File: src/rtl/alu_exec_unit_if.sv
// Request/response bus of the EX-stage ALU: operation request in, registered result out.
// The slave modport is the execution unit; the master side is the pipeline driving it.
interface alu_exec_unit_if #(
  parameter int WIDTH = 32
);
  logic             valid_i;
  logic             ready_o;
  logic [1:0]       ALUOp_i;
  logic [5:0]       funct_i;
  logic [WIDTH-1:0] a_i;
  logic [WIDTH-1:0] b_i;
  logic             valid_o;
  logic             ready_i;
  logic [WIDTH-1:0] result_o;
  logic             zero_o;
  logic             illegal_o;
  logic [3:0]       ALUCtrl_o;

  modport master (
    output valid_i, ALUOp_i, funct_i, a_i, b_i, ready_i,
    input  ready_o, valid_o, result_o, zero_o, illegal_o, ALUCtrl_o
  );

  modport slave (
    input  valid_i, ALUOp_i, funct_i, a_i, b_i, ready_i,
    output ready_o, valid_o, result_o, zero_o, illegal_o, ALUCtrl_o
  );
endinterface

File: src/rtl/alu_exec_unit.sv
// EX-stage ALU: decodes ALUOp/funct and executes with registered results and a
// valid/ready handshake; multiply is iterative, retiring MUL_BITS bits per cycle.
//
// state | meaning
// IDLE  | no result pending, ready for a request
// MUL   | iterative multiply in progress, requests blocked
// DONE  | result valid, held until ready_i
module alu_exec_unit #(
  parameter int WIDTH    = 32,
  parameter int MUL_BITS = 1
) (
  input logic            clk_i,
  input logic            rst_i,
  alu_exec_unit_if.slave bus
);

  localparam int STEPS = WIDTH / MUL_BITS;
  localparam int CW    = $clog2(STEPS + 1);

  if (MUL_BITS < 1 || WIDTH < 8 || (WIDTH % MUL_BITS) != 0) begin : g_bad_param
    $error("alu_exec_unit: WIDTH must be >= 8 and divisible by MUL_BITS");
  end

  typedef enum logic [1:0] {IDLE, MUL, DONE} state_t;

  state_t                  state;
  logic                    valid_q;
  logic [WIDTH-1:0]        result_q;
  logic                    zero_q;
  logic                    illegal_q;
  logic [3:0]              ctrl_q;
  logic [WIDTH-1:0]        acc;
  logic [WIDTH-1:0]        mcand;
  logic [WIDTH-1:0]        mplier;
  logic [CW-1:0]           cnt;

  logic [3:0]              dec_ctrl;
  logic                    dec_illegal;
  logic                    dec_mul;
  logic [WIDTH-1:0]        exec_res;
  logic                    ready;
  logic                    accept;
  logic [WIDTH+MUL_BITS-1:0] pp;

  always_comb begin
    dec_ctrl    = 4'b0000;
    dec_illegal = 1'b0;
    dec_mul     = 1'b0;
    case (bus.ALUOp_i)
      2'b00: dec_ctrl = 4'b0010;
      2'b01: dec_ctrl = 4'b0110;
      2'b10: begin
        case (bus.funct_i)
          6'b100000: dec_ctrl = 4'b0010;
          6'b100010: dec_ctrl = 4'b0110;
          6'b100100: dec_ctrl = 4'b0000;
          6'b100101: dec_ctrl = 4'b0001;
          6'b101010: dec_ctrl = 4'b0111;
          6'b011000: begin
            dec_ctrl = 4'b1010;
            dec_mul  = 1'b1;
          end
          default:   dec_illegal = 1'b1;
        endcase
      end
      default: dec_illegal = 1'b1;
    endcase
  end

  // Illegal ops decode to ALUCtrl 0000 (same code as AND), so they are masked first.
  always_comb begin
    exec_res = '0;
    if (!dec_illegal) begin
      case (dec_ctrl)
        4'b0010: exec_res = bus.a_i + bus.b_i;
        4'b0110: exec_res = bus.a_i - bus.b_i;
        4'b0000: exec_res = bus.a_i & bus.b_i;
        4'b0001: exec_res = bus.a_i | bus.b_i;
        4'b0111: exec_res = {{(WIDTH-1){1'b0}}, ($signed(bus.a_i) < $signed(bus.b_i))};
        default: exec_res = '0;
      endcase
    end
  end

  assign pp     = {{MUL_BITS{1'b0}}, mcand} * {{WIDTH{1'b0}}, mplier[MUL_BITS-1:0]};
  assign ready  = (state == IDLE) || (state == DONE && bus.ready_i);
  assign accept = bus.valid_i && ready;

  always_ff @(posedge clk_i or posedge rst_i) begin
    if (rst_i) begin
      state     <= IDLE;
      valid_q   <= 1'b0;
      result_q  <= '0;
      zero_q    <= 1'b1;
      illegal_q <= 1'b0;
      ctrl_q    <= 4'b0000;
      acc       <= '0;
      mcand     <= '0;
      mplier    <= '0;
      cnt       <= '0;
    end else if (state == MUL) begin
      // One extra cycle at cnt==0 publishes the accumulator, giving STEPS+1 latency.
      if (cnt == '0) begin
        result_q <= acc;
        zero_q   <= (acc == '0);
        valid_q  <= 1'b1;
        state    <= DONE;
      end else begin
        acc    <= acc + pp[WIDTH-1:0];
        mcand  <= mcand << MUL_BITS;
        mplier <= mplier >> MUL_BITS;
        cnt    <= cnt - CW'(1);
      end
    end else if (accept) begin
      ctrl_q    <= dec_ctrl;
      illegal_q <= dec_illegal;
      if (dec_mul) begin
        valid_q <= 1'b0;
        acc     <= '0;
        mcand   <= bus.a_i;
        mplier  <= bus.b_i;
        cnt     <= CW'(STEPS);
        state   <= MUL;
      end else begin
        result_q <= exec_res;
        zero_q   <= (exec_res == '0);
        valid_q  <= 1'b1;
        state    <= DONE;
      end
    end else if (state == DONE && bus.ready_i) begin
      valid_q <= 1'b0;
      state   <= IDLE;
    end
  end

  assign bus.ready_o   = ready;
  assign bus.valid_o   = valid_q;
  assign bus.result_o  = result_q;
  assign bus.zero_o    = zero_q;
  assign bus.illegal_o = illegal_q;
  assign bus.ALUCtrl_o = ctrl_q;

endmodule

File: src/flat_wrapper.sv
// flat-port wrapper written by rule: the top's interface ports become plain ports
module alu_exec_unit_flat 
#(
  parameter int WIDTH    = 32,
  parameter int MUL_BITS = 1
)
  (clk_i, rst_i, bus_valid_i, bus_ALUOp_i, bus_funct_i, bus_a_i, bus_b_i, bus_ready_i, bus_ready_o, bus_valid_o, bus_result_o, bus_zero_o, bus_illegal_o, bus_ALUCtrl_o);
  alu_exec_unit_if #(.WIDTH(WIDTH)) bus_i ();
  input logic clk_i;
  input logic rst_i;
  input wire logic [$bits(bus_i.valid_i)-1:0] bus_valid_i;
  input wire logic [$bits(bus_i.ALUOp_i)-1:0] bus_ALUOp_i;
  input wire logic [$bits(bus_i.funct_i)-1:0] bus_funct_i;
  input wire logic [$bits(bus_i.a_i)-1:0] bus_a_i;
  input wire logic [$bits(bus_i.b_i)-1:0] bus_b_i;
  input wire logic [$bits(bus_i.ready_i)-1:0] bus_ready_i;
  output wire logic [$bits(bus_i.ready_o)-1:0] bus_ready_o;
  output wire logic [$bits(bus_i.valid_o)-1:0] bus_valid_o;
  output wire logic [$bits(bus_i.result_o)-1:0] bus_result_o;
  output wire logic [$bits(bus_i.zero_o)-1:0] bus_zero_o;
  output wire logic [$bits(bus_i.illegal_o)-1:0] bus_illegal_o;
  output wire logic [$bits(bus_i.ALUCtrl_o)-1:0] bus_ALUCtrl_o;
  assign bus_i.valid_i = bus_valid_i;
  assign bus_i.ALUOp_i = bus_ALUOp_i;
  assign bus_i.funct_i = bus_funct_i;
  assign bus_i.a_i = bus_a_i;
  assign bus_i.b_i = bus_b_i;
  assign bus_i.ready_i = bus_ready_i;
  assign bus_ready_o = bus_i.ready_o;
  assign bus_valid_o = bus_i.valid_o;
  assign bus_result_o = bus_i.result_o;
  assign bus_zero_o = bus_i.zero_o;
  assign bus_illegal_o = bus_i.illegal_o;
  assign bus_ALUCtrl_o = bus_i.ALUCtrl_o;
  alu_exec_unit #(.WIDTH(WIDTH), .MUL_BITS(MUL_BITS)) u_core (.clk_i(clk_i), .rst_i(rst_i), .bus(bus_i));
endmodule
File: config.mk
export PLATFORM = sky130hd
export DESIGN_NAME = alu_exec_unit_flat
export DESIGN_NICKNAME = d
export VERILOG_FILES = /design/src/rtl/alu_exec_unit_if.sv /design/src/rtl/alu_exec_unit.sv /design/src/flat_wrapper.sv
export SDC_FILE = /design/constraint.sdc
export NUM_CORES = 1
export LEC_CHECK = 0
export BUFFER_PORTS_ARGS = -buffer_cell sky130_fd_sc_hd__buf_2
export CAP_MARGIN = 25
export CORE_UTILIZATION = 40
export DETAILED_ROUTE_END_ITERATION = 12
export PLACE_DENSITY = 0.55
export SETUP_SLACK_MARGIN = 0.05
export SYNTH_ARGS = -nofsm -noshare
export SYNTH_HDL_FRONTEND = slang
export SYNTH_SLANG_ARGS = --single-unit
File: constraint.sdc
create_clock -name clk_i -period 8.3 [get_ports clk_i]
set_input_delay 0.415 -clock clk_i [delete_from_list [all_inputs] [get_ports clk_i]]
set_output_delay 0.415 -clock clk_i [all_outputs]
set_load 0.05 [all_outputs]
==> results of run 1 <==
report_power, final:
part	total, W	internal [W]	leakage (nW)	switching, W
Clock	0.000828	0.000482	0.282	0.000346
Combinational	0.000987	0.000338	4.88	0.000649
Sequential	0.000951	0.000815	1.80	0.000136
Total	0.00277	0.00163	6.96	0.00113
metrics by stage:
step	cell area (sq um)	total power (W)	hold WS [ns]	cells
after floorplan	13100	0.00163	0.446	1688
after global placement	14000	0.00193	0.453	2168
after detailed placement	14000	0.00193	0.463	2168
after CTS	14600	0.00277	0.112	2199
after global routing	14600	0.00291	0.143	2200
final	14600	0.00277	0.0791	2200
placed cells by master, fill, tap and decap left out, types with 33 or more instances in the layout:
| cell | count |
|---|---|
| buf_2 | 115 |
| ha_1 | 129 |
| nand2_1 | 259 |
| nor2_1 | 119 |
| o21ai_0 | 72 |
| o22ai_1 | 37 |
| dfrtp_1 | 141 |
| a22oi_1 | 72 |
| inv_1 | 111 |
| a21o_1 | 33 |
| and2_1 | 44 |
| a31oi_1 | 39 |
| a21oi_1 | 125 |
sequential cells by signal (all words and copies together) (netlist names):
register              count
u_core.bus.valid_o        1
u_core.mplier            32
u_core.mcand             32
u_core.cnt                6
u_core.bus.zero_o         1
u_core.bus.result_o      32
u_core.state              1
u_core.bus.ALUCtrl_o      4
u_core.acc               32
u_core.bus.illegal_o      1
layout make-up:
cell class,count,area [sq um]
Inverter,115,437
Clock inverter,12,160
Multi-Input combinational cell,1339,8800
Tap cell,442,553
Fill cell,3357,17800
Antenna cell,1,2.50
Clock buffer,19,443
Timing Repair Buffer,130,688
Sequential cell,142,3550
per-layer routing:
| metal | GRT usage | wire (um) | up-vias |
|---|---|---|---|
| li1 | - | - | 6207 |
| met1 | 0.397 | 21500 | 6280 |
| met2 | 0.422 | 20200 | 529 |
| met3 | 0.0518 | 3570 | 70 |
| met4 | 0.0700 | 853 | 2 |
| met5 | 0 | 13 | - |
cells in the mapped netlist (30+ instances only):
cell / instances
o21ai_0: 72
a21oi_1: 128
xnor2_1: 30
a31oi_1: 39
a22oi_1: 72
o22ai_1: 37
dfrtp_1: 141
inv_1: 112
a21o_1: 33
nor2_1: 121
clkbuf_1: 59
ha_1: 129
nand3_1: 30
and2_1: 44
nand2_1: 260
worst register-to-register path, cell delays in order (launching register included):
cell	delay, ns
dfrtp_1	0.68
and2_1	0.32
ha_1	0.21
fa_1	0.44
a21oi_1	0.14
nor2_1	0.07
a31o_2	0.27
a2111o_1	0.40
a221oi_1	0.49
o31a_1	0.32
o211ai_1	0.15
a31oi_1	0.22
a21oi_1	0.11
xnor2_1	0.16
o22ai_1	0.09
worst paths after layout:
kind / slack (ns) / end
worst min register to register: 0.48 / u_core.mplier[6]
max in group asynchronous: 6.78 / u_core.mplier[24]
worst max register to register: 4.07 / u_core.acc[30]
min in group clk_i: 0.21 / u_core.mplier[31]
worst max-delay path: 4.07 / u_core.acc[30]
worst min-delay path: 0.08 / u_core.cnt[2]
cell families after synthesis:
group                      after synthesis  share of synthesized area
AOI/OAI and AO/OA                      564                      0.295
and+or+nand+nor                        597                      0.212
muxes                                    7                    0.00561
DFF                                    142                      0.270
buffers and inverters                  207                     0.0640
adders and majority gates              132                      0.127
xor gates and xnor gates                39                     0.0260
==> qor.txt, run 1 <==
worst r2r src: u_core.mplier[0]
Die ar.: 33600 sq um
top cell type by total area after synthesis: dfrtp_1
Mapped Nets: 1896
wire per inst: 20.9 um
DRC viols: 0
main flop type after synthesis: dfrtp_1
worst path required time: 8.58 ns
die span in x: 183 um
total wire length: 46100 um
post-layout util: 0.451
GPL Wtd Cong: 0.948
total CTS buffers: 17
setup_tns: 0 ns
global-route wire length before repair: 71500 um
largest net degree at the start of global routing: 73
root buffer cell: clkbuf_16
number of cell rows: 66
Pre-Repair DR Iteration Count: 6
post-synth cell types: 93
clk sinks: 142
GRT Util Overall: 0.276
detailed-route via count: 13100
PortBufs: 115
H-tree depth: 4
critical-path cell list: and2_1, ha_1, fa_1, a21oi_1, nor2_1, a31o_2, a2111o_1, a221oi_1, o31a_1, o211ai_1, a31oi_1, a21oi_1, xnor2_1, o22ai_1
syn_area_per_cell: 7.79 sq um
core footprint: 32500 sq um
Initial Util: 0.405
post-CTS setup buffer count: 0
Critical Path Start: u_core.mplier[0]
Die Ht: 183 um
Worst Max-Slew Pin Slew: 0.951 ns
CP Max Fanout: 33
Crit path max-delay family: compound AO/OA/AOI/OAI gates
post_cts resized: 0
Post-synth ARST share: 1.00
sequential area share after synthesis: 0.270
Slew HR: 0.366
number of flops mapped to enable cells by yosys: 0
Routed Antenna Nets: 0
clk_skew: 0.0146 ns
fin crit period: 4.23 ns
critical path depth in cells: 14
Data arrival, critical path: 4.52 ns
VDD IR max: 0.149 mV
Synth top area share: 0.268
fraction of layout cells with a size suffix above 1: 0.121
Hold Fails Final Rpt: 0
CTS tree: built
Hold Crit Class: in2async
Power Density: 189 nW/um^2
CP dominant cell by count: a21oi_1
Via density: 5.95
outcome: completed
fin. max-slew vios: 0
startpoint types: flop
Yosys warnings: 0
initial antenna violation count: 3
hpwl dp: 34400 um
final-report setup violation count: 0
fmax: 236 MHz
Max Buffers Root-to-Sink: 2
flops & latches, synth: 142
Final nets: 1953
CP Capture Type: flop
1st-iter DRT viols: 1333
clock transition at the registers of the reported paths: 0.06 ns
Static Leak: 6.96 nW
Layout area overhead: 11.4%
CP Class: reg2reg
crit-path max cell delay: 0.68 ns
Clk Latency, worst-skew pair: 0.45 ns
PnR worst setup slack: 4.07 ns
total of max-cap violations: 0
gate count of the mapped netlist: 1688
Ports: 116
Congestion Overflow GR: 0
Max stage delay cell, worst path: dfrtp_1
Final Cycle Share: 0.510
largest cells by area after synthesis: dfrtp_1 27%, ha_1 12%, nand2_1 7.4%, a21oi_1 4.9%, a22oi_1 4.1%
Cell Area, Synth: 13100 sq um
Worst Path Buf+Inv: 0
pre-CTS WS: 3.99 ns
R2R cell count: 14
vias in the first global route: 12300
hold_buf cts: 0
RSZ-0062 raised after global routing: false
(Power assumes the default switching activity.)
==> inputs of run 2 (changes only) <==
- ABC_AREA: not set -> 1
- PLACE_DENSITY: 0.55 -> 0.57
- clock period: 8.3 -> 3.7 ns (I/O delays scaled with it)
==> run 2 against run 1 <==
- wire length rose by 30%
- critical path depth rose by 2
- sequential cell count did not move
- setup slack got worse by 3.4 ns
- core utilization fell by 0.13 points
- sequential share of layout area fell by 2.7 points
- die area rose by 13%
- first-iteration DRC count fell by 5.3%
==> qor.txt, run 2 <==
global-route wire length before repair: 91800 um (+28%)
crit-path max cell delay: 0.44 ns (-0.24 ns)
multiplexer share of the synthesized area: 0 (-0.00561)
Routed Antenna Nets: 0 (unchanged)
root buffer cell: clkbuf_16
Seq pwr share: 0.340 (-0.004)
commonest cells after routing, fill and taps aside: 787 x nand2_1, 426 x inv_1, 183 x nor2_1, 147 x nand3_1, 141 x dfrtp_1
Mapped Nets: 2644 (+39%)
RSZ-0062 raised after global routing: false
VDD IR max: 0.336 mV (+130%)
largest net degree at the start of global routing: 72 (-1.4%)
Max Buffers Root-to-Sink: 2 (unchanged)
CP Class: reg2reg
main combinational cell family by area after synthesis: simple AND/OR/NAND/NOR gates
Net Sw Frac: 0.378 (-0.0313)
detailed-route via count: 15900 (+22%)
top cell type by total area after synthesis: dfrtp_1
hold_buf cts: 1 (+1)
final-report setup violation count: 0 (unchanged)
Max stage delay cell, worst path: dfrtp_1
fmax: 332 MHz (+41%)
clk sinks: 142 (unchanged)
Synth top area share: 0.237 (-0.0318)
Hold Fails Final Rpt: 0 (unchanged)
CP dominant cell by count: nand2_1
Post-synth ARST share: 1.00 (unchanged)
core footprint: 36600 sq um (+13%)
total of max-cap violations: 0 (unchanged)
total wire length: 60000 um (+30%)
GRT Util Overall: 0.319 (+0.0433)
gate count of the mapped netlist: 2436 (+44%)
Via density: 5.32 (-11%)
die span in x: 195 um (+6.4%)
Congestion Overflow GR: 0 (unchanged)
fraction of layout cells with a size suffix above 1: 0.0844 (-0.0363)
Data arrival, critical path: 3.35 ns (-1.17 ns)
Clk Latency, worst-skew pair: 0.46 ns (about the same)
clock transition at the registers of the reported paths: 0.07 ns (about the same)
wire per inst: 20.1 um (-4.2%)
fillers: 3956 (+18%)
syn_area_per_cell: 6.12 sq um (-21%)
CP Capture Type: flop
critical path depth in cells: 16 (+2)
Yosys warnings: 0 (unchanged)
Psw: 0.00174 W (+54%)
number of flops mapped to enable cells by yosys: 0 (unchanged)
H-tree depth: 4 (unchanged)
XOR/XNOR Fraction of Synth Area: 0.0147 (-0.0113)
startpoint types: flop
Power Density: 280 nW/um^2 (+48%)
Crit path max-delay family: simple AND/OR/NAND/NOR gates
GPL Wtd Cong: 1.08 (+14%)
CTS tree: built
top-count cell post-synth: nand2_1
clk_skew: 0.0199 ns (+0.00530 ns)
post-CTS setup buffer count: 0 (unchanged)
Tot Pwr: 0.00461 W (+67%)
Pre-Repair DR Iteration Count: 5 (-1)
fin. max-slew vios: 0 (unchanged)
largest cells by area after synthesis: dfrtp_1 24%, nand2_1 20%, ha_1 11%, inv_1 11%, nand3_1 4.9%
vias in the first global route: 15500 (+26%)
Synth Area in Simple Gates: 0.346 (+0.134)
1st-iter DRT viols: 1262 (-5.3%)
fin crit period: 3.01 ns (-1.22 ns)
flops & latches, synth: 142 (unchanged)
CP Max Fanout: 27 (-18%)
Final nets: 2720 (+39%)
Comb power frac: 0.292 (-0.065)
post-synth cell types: 50 (-46%)
Synth Area in Compound Gates: 0.151 (-0.143)
outcome: completed
R2R cell count: 16 (+2)
Worst Max-Slew Pin Slew: 0.896 ns (-0.0547 ns)
critical-path cell list: buf_4, nand2_1, inv_1, ha_1, nand2_1, nor2_1, inv_1, nor3_1, nand3b_1, nand3_1, nand2_1, o211ai_1, a21o_1, a21oi_1, o21ai_0, nand2_1
Hold Crit Class: in2reg
PortBufs: 115 (unchanged)
Initial Util: 0.407 (+0.00223)
Slew HR: 0.401 (+0.0352)
Ports: 116 (unchanged)
Static Leak: 9.05 nW (+30%)
number of cell rows: 70 (+6.1%)
most instantiated cells after synthesis: 787 x nand2_1, 429 x inv_1, 186 x nor2_1
Die Ht: 195 um (+6.4%)
Final Cycle Share: 0.814 (+0.304)
Adder-Cell Fraction of Synth Area: 0.112 (-0.0151)
P_int: 0.00287 W (+76%)
n_diodes: 0 (-1)
most common cell after layout, fill and taps aside: nand2_1
part of the power in the clock network: 0.369 (+0.070)
setup_tns: 0 ns (unchanged)
sequential area share after synthesis: 0.238 (-0.0320)
main flop type after synthesis: dfrtp_1
initial antenna violation count: 1 (-2)
Worst Path Buf+Inv: 3 (+3)
hpwl dp: 48500 um (+41%)
DRC viols: 0 (unchanged)
Hold WS: 0.0538 ns (-0.0253 ns)
Cell Area, Synth: 14900 sq um (+13%)
post_cts resized: 0 (unchanged)
worst path required time: 4.04 ns (-4.54 ns)
Hold Path Cell Cnt: 3
Layout area overhead: 10.4%
Die ar.: 38100 sq um (+13%)
total CTS buffers: 17 (unchanged)
## run 2: cell types whose count changed after synthesis, moves of 24 or more
cell      delta
xnor2_1     -26
and2_1      -36
a31oi_1     -35
inv_1      +317
nand3_1    +117
o21ai_0     +63
a21o_1      -30
nand2_1    +527
a22oi_1     -72
nor2_1      +65
o221ai_1    +24
## run 2: logic make-up after synthesis
group	count (synthesis)
fa+ha+maj	132
xor+xnor	25
simple gates	1230
buf+inv	518
compound gates	389
flops	142
## run 2: worst paths after layout
path	start	endpoint	slack [ns]
setup / recovery	u_core.mplier[0]	u_core.acc[29]	0.69
hold / removal	bus_a_i[31]	u_core.mcand[31]	0.05
setup reg to reg	u_core.mplier[0]	u_core.acc[29]	0.69
hold reg to reg	u_core.bus.result_o[2]	u_core.bus.result_o[2]	0.48
max in group asynchronous	rst_i	u_core.acc[27]	2.27
min in group asynchronous	rst_i	u_core.bus.result_o[1]	0.46
## run 2: power groups by stage
| stage | combinational (W) | clock [W] | sequential, W |
|---|---|---|---|
| 2_1_floorplan | 0.000823 | 0 | 0.00163 |
| 3_3_place_gp | 0.00132 | 0 | 0.00160 |
| 3_5_place_dp | 0.00132 | 0 | 0.00160 |
| 4_1_cts | 0.00133 | 0.00174 | 0.00157 |
| 5_1_grt | 0.00148 | 0.00178 | 0.00157 |
| 6_report | 0.00135 | 0.00170 | 0.00157 |
## run 2: per-layer routing
| metal | share of wire | vias up | global-route usage |
|---|---|---|---|
| met5 | 0.00022 | - | 0 |
| met4 | 0.048 | 2 | 0.156 |
| met3 | 0.056 | 104 | 0.0387 |
| met2 | 0.45 | 574 | 0.513 |
| met1 | 0.45 | 7348 | 0.424 |
| li1 | - | 7897 | - |
## run 2: cell type report
type / count / area (sq um) / share of cell area
Multi-Input combinational cell: 1776 / 9330 / 0.566
Sequential cell: 142 / 3550 / 0.216
Inverter: 435 / 1640 / 0.0994
Timing Repair Buffer: 140 / 803 / 0.0488
Tap cell: 468 / 586 / 0.0356
Clock buffer: 17 / 425 / 0.0258
Clock inverter: 15 / 138 / 0.00836
## run 2: worst register-to-register path: stages, from the launching register on
cell      delay, ns
dfrtp_1        0.44
buf_4          0.26
nand2_1        0.12
inv_1          0.06
ha_1           0.35
nand2_1        0.14
nor2_1         0.11
inv_1          0.06
nor3_1         0.33
nand3b_1       0.19
nand3_1        0.21
nand2_1        0.08
o211ai_1       0.15
a21o_1         0.18
a21oi_1        0.06
o21ai_0        0.10
nand2_1        0.07
## run 2: metrics by stage
step	std cells	util	area [sq um]	worst slack, ns
floorplan	2436	-	14900	0.843
global placement	2960	0.434	15900	0.407
detailed placement	2960	0.434	15900	0.407
CTS	2993	0.450	16500	0.713
global route	2993	0.450	16500	0.393
finish	2993	0.450	16500	0.689
